<file path="src/rtl/twos_serial_ctrl.sv">
// Bit-serial two's-complement negator: LSB-first walk, copy through the first 1, invert above.
// Optional macro TWOS_ABS_EN adds abs_en: non-negative operands pass through unchanged.
module twos_serial_ctrl #(
  parameter int WIDTH = 8
) (
  input  logic             clk,
  input  logic             rst_n,
  input  logic             start,
  input  logic [WIDTH-1:0] din,
`ifdef TWOS_ABS_EN
  input  logic             abs_en,
`endif
  output logic             busy,
  output logic             done,
  output logic [WIDTH-1:0] dout,
  output logic             ovf,
  output logic             zero
);

  localparam int CW = $clog2(WIDTH);
  localparam logic [CW-1:0]    LAST    = CW'(WIDTH - 1);
  localparam logic [WIDTH-1:0] MIN_NEG = {1'b1, {(WIDTH-1){1'b0}}};

  typedef enum logic {IDLE, SHIFT} state_t;

  state_t           state_q, state_nxt;
  logic [WIDTH-1:0] sreg_q, sreg_nxt;
  logic [WIDTH-1:0] res_q, res_nxt;
  logic [WIDTH-1:0] dout_nxt;
  logic [CW-1:0]    cnt_q, cnt_nxt;
  logic             seen_q, seen_nxt;
  logic             keep_q, keep_nxt;
  logic             ovf_p_q, ovf_p_nxt;
  logic             zero_p_q, zero_p_nxt;
  logic             done_nxt, ovf_nxt, zero_nxt;
  logic             out_bit;
  logic             keep_req;

`ifdef TWOS_ABS_EN
  assign keep_req = abs_en & ~din[WIDTH-1];
`else
  assign keep_req = 1'b0;
`endif

  assign busy = (state_q == SHIFT);

  always_ff @(posedge clk or negedge rst_n) begin
    if (!rst_n) begin
      state_q  <= IDLE;
      sreg_q   <= '0;
      res_q    <= '0;
      cnt_q    <= '0;
      seen_q   <= 1'b0;
      keep_q   <= 1'b0;
      ovf_p_q  <= 1'b0;
      zero_p_q <= 1'b0;
      done     <= 1'b0;
      dout     <= '0;
      ovf      <= 1'b0;
      zero     <= 1'b0;
    end else begin
      state_q  <= state_nxt;
      sreg_q   <= sreg_nxt;
      res_q    <= res_nxt;
      cnt_q    <= cnt_nxt;
      seen_q   <= seen_nxt;
      keep_q   <= keep_nxt;
      ovf_p_q  <= ovf_p_nxt;
      zero_p_q <= zero_p_nxt;
      done     <= done_nxt;
      dout     <= dout_nxt;
      ovf      <= ovf_nxt;
      zero     <= zero_nxt;
    end
  end

  always_comb begin
    state_nxt  = state_q;
    sreg_nxt   = sreg_q;
    res_nxt    = res_q;
    cnt_nxt    = cnt_q;
    seen_nxt   = seen_q;
    keep_nxt   = keep_q;
    ovf_p_nxt  = ovf_p_q;
    zero_p_nxt = zero_p_q;
    done_nxt   = 1'b0;
    dout_nxt   = dout;
    ovf_nxt    = ovf;
    zero_nxt   = zero;
    out_bit    = keep_q ? sreg_q[0] : (sreg_q[0] ^ seen_q);

    case (state_q)
      IDLE: begin
        if (start) begin
          state_nxt  = SHIFT;
          sreg_nxt   = din;
          cnt_nxt    = '0;
          seen_nxt   = 1'b0;
          keep_nxt   = keep_req;
          ovf_p_nxt  = (din == MIN_NEG);
          zero_p_nxt = (din == '0);
        end
      end
      SHIFT: begin
        sreg_nxt = sreg_q >> 1;
        res_nxt  = {out_bit, res_q[WIDTH-1:1]};
        seen_nxt = seen_q | sreg_q[0];
        if (cnt_q == LAST) begin
          // completion: publish result and flags together
          state_nxt = IDLE;
          done_nxt  = 1'b1;
          dout_nxt  = {out_bit, res_q[WIDTH-1:1]};
          ovf_nxt   = ovf_p_q;
          zero_nxt  = zero_p_q;
        end else begin
          cnt_nxt = cnt_q + 1'b1;
        end
      end
      default: state_nxt = IDLE;
    endcase
  end

endmodule

</file>
<file path="config.mk">
export PLATFORM = sky130hd
export DESIGN_NAME = twos_serial_ctrl
export DESIGN_NICKNAME = d
export VERILOG_FILES = /design/src/rtl/twos_serial_ctrl.sv
export SDC_FILE = /design/constraint.sdc
export NUM_CORES = 1
export LEC_CHECK = 0
export CAP_MARGIN = 20
export CORE_ASPECT_RATIO = 1.1
export CORE_MARGIN = 1
export CORE_UTILIZATION = 30
export DETAILED_ROUTE_END_ITERATION = 8
export GPL_TIMING_DRIVEN = 1
export PLACE_DENSITY_LB_ADDON = 0.05
export SLEW_MARGIN = 15
export SYNTH_ARGS = -nofsm -noshare
export SYNTH_HDL_FRONTEND = slang
export SYNTH_SLANG_ARGS = --single-unit
</file>
<file path="constraint.sdc">
create_clock -name clk -period 1.43 [get_ports clk]
set_input_delay 0.3575 -clock clk [delete_from_list [all_inputs] [get_ports clk]]
set_output_delay 0.3575 -clock clk [all_outputs]
set_load 0.05 [all_outputs]
</file>
==> flow_summary.toml <==
[routing]
wl_met3_um = 144
avgRoutedWirePerCell_um = 11.9
drcViolationCount = 0
vias = 907
wirelength_um = 2370
drtAntennaViolNets = 0
routed.top_layer = "met4"
via_per_inst = 4.54
dr.pass1.iters = 4
drt_iter0_drc = 25
dr_wl_met2_um = 1130
met1_length_um = 1050

[finish]
syn2layout_area_growth_pct = 43.6
fillers = 393
final_cell_mix = "dfrtp_1, buf_12, nand2_1, o21ai_0"
diodes = 0
drive_gt1_share_pct = 34.9
final_area_um2 = 2020
nets = 159
instances_no_fill = 200
layout_commonest_cell = "dfrtp_1"

[grt]
first_global_vias = 911
grt.overflow.total = 0
grt_first_pass_wirelength_um = 4180
grt_antenna_before_repair = 0
grt_usage_pct = 11.7
grt_max_degree = 34

[critical_path]
worstPathRequired_ns = 1.59
worstSetupStartpointType = "flop"
crit_arrival_ns = 1.54
reg2reg_setup_slack_ns = 0.05
worstReg2RegStart = "cnt_q[1]"
reg2reg_to = "dout[7]"
crit_fanout = 8
end_kind = "flop"
reg2reg_depth = 5
crit_type = "reg -> reg"

[floorplan]
die_h_um = 73.8
boundaryPins = 23
core_um2 = 4410
dieArea_um2 = 4970
rows = 25
dieWidth_um = 67.3
initial_utilization_pct = 31.9

[clock_network]
cts_sinks = 33
cts-root-buf = "clkbuf_8"
cts_buffers = 5
clk_pin_slew_ns = 0.06
cts_buffer_depth = 2
cts_tree = "built"
ctsHoldBuffers = 0
insertion_delay_ns = 0.28
clock_tree.htree_level_count = 2

[placement]
place_area_um2 = 1930
dp_slack_ns = -0.143
gp_congestion = 0.748
io_buffer_count = 22
dp_cells = 191
dp_hpwl_um = 1770

[synth]
synth_cells = 108
ys_ff_latch = 33
ys_seq_area_share_pct = 58.7
ys_types = 19
syn-num-nets = 122
synth_warnings = 0
avgSynthCellArea_um2 = 13.0
syn_area_um2 = 1410

[timing]
skew_ns = 0.00313
setup_violations = 0
max_slew_margin_pct = 72.9
fin_crit_ns = 1.38
rsz0062_at_grt = "yes"
period_share_pct = 96.3
slew_viol_final = 0
final-hold-violation-count = 0
fin_setup_tns_ns = 0
fmax_mhz = 726
setup_ws_ns = 0.0524
tightest_slew_ns = 0.403

[outcome]
status = "completed"

[run]
drv_cap = 0

[pwr]
power.total_uw = 4430
p_per_area_nw_per_um2 = 2190
irDropWorstVdd_v = 0.000882
static-leakage-power_uw = 0.000946

[worst_hold_path]
min-delay-path-class = "in -> async"
## kinds of logic (layout without fill, tap and decap cells)
logic type               count (synthesis)  in the layout  synth area share (%)
AND/OR/NAND/NOR                         21             21                  6.32
flip-flops                              33             33                  58.7
AO/OA/AOI/OAI                           14             14                  5.25
XOR/XNOR                                 1              1                 0.623
adder cells (fa/ha/maj)                  3              3                  2.67
multiplexers                            27             27                  23.1
buffers and inverters                    9             47                  3.29
## metrics by stage
stage	utilization (%)	hold slack (ns)
2_1_floorplan	-	0.0619
3_3_place_gp	43.7	0.464
3_5_place_dp	43.7	0.470
4_1_cts	45.8	0.454
5_1_grt	45.8	0.465
6_report	45.8	0.446
## layer usage
metal,vias to the layer above,GRT usage [%]
met3,6,4.66
met5,-,0
met4,0,5.67
met1,423,13.7
met2,30,18.4
li1,448,-
## where the power goes
part           internal, µW  total [µW]  switching [µW]
sequential             1330        1620             290
combinational          1160        2160             997
clock                   345         645             300
## critical path, stage by stage, from the launching register on
cell and delay (ns):
dfrtp_1 0.39, ha_2 0.19, ha_4 0.17, nand2_4 0.08, buf_12 0.13, mux2_4 0.29
## synthesized netlist by cell type
cell / count / area, µm²
inv_1: 4 / 15.0
nand2_2: 1 / 6.26
nor4_1: 1 / 6.26
dfrtp_1: 33 / 826
mux2i_1: 10 / 100
nor2_1: 2 / 7.51
o22ai_1: 1 / 6.26
buf_2: 4 / 20.0
xor2_1: 1 / 8.76
o31ai_1: 1 / 7.51
nand2_1: 14 / 52.6
mux2_4: 9 / 135
buf_6: 1 / 11.3
nand3_1: 1 / 5.00
ha_1: 3 / 37.5
nor3_1: 1 / 5.00
mux2_2: 8 / 90.1
o21ai_0: 12 / 60.1
nand2b_1: 1 / 6.26
## worst max path at each step
stage	cells after the start	from	slack [ns]	to
after CTS	5	cnt_q[1]	0.03	dout[7]
final	5	cnt_q[1]	0.05	dout[7]
after floorplan	5	cnt_q[0]	0.03	dout[1]
after global placement	4	din[0]	-0.11	zero_p_q
after detailed placement	4	din[0]	-0.14	zero_p_q
after global routing	5	cnt_q[0]	-0.00001	dout[7]
## flip-flops by register name (all words and copies together), names as in the netlist
register,cells
done,1
ovf_p_q,1
ovf,1
busy,1
zero,1
sreg_q,8
zero_p_q,1
dout,8
res_q,7
cnt_q,3
seen_q,1
## timing repair
item / in CTS / in global routing
resized for setup: 1 / 0
setup buffers: 1 / 0
pin swaps: 0 / 1
endpoints found under the setup margin: 8 / 7
## area by class of cell
cell class                 count  area [µm²]  area share (%)
clock buffer                   8        80.1            3.97
sequential                    33         827            41.0
multi-input combinational     66         554            27.4
inverter                       4        15.0           0.743
timing repair buffer          35         475            23.5
tap                           54        67.6            3.35
(Power assumes the default switching activity.)
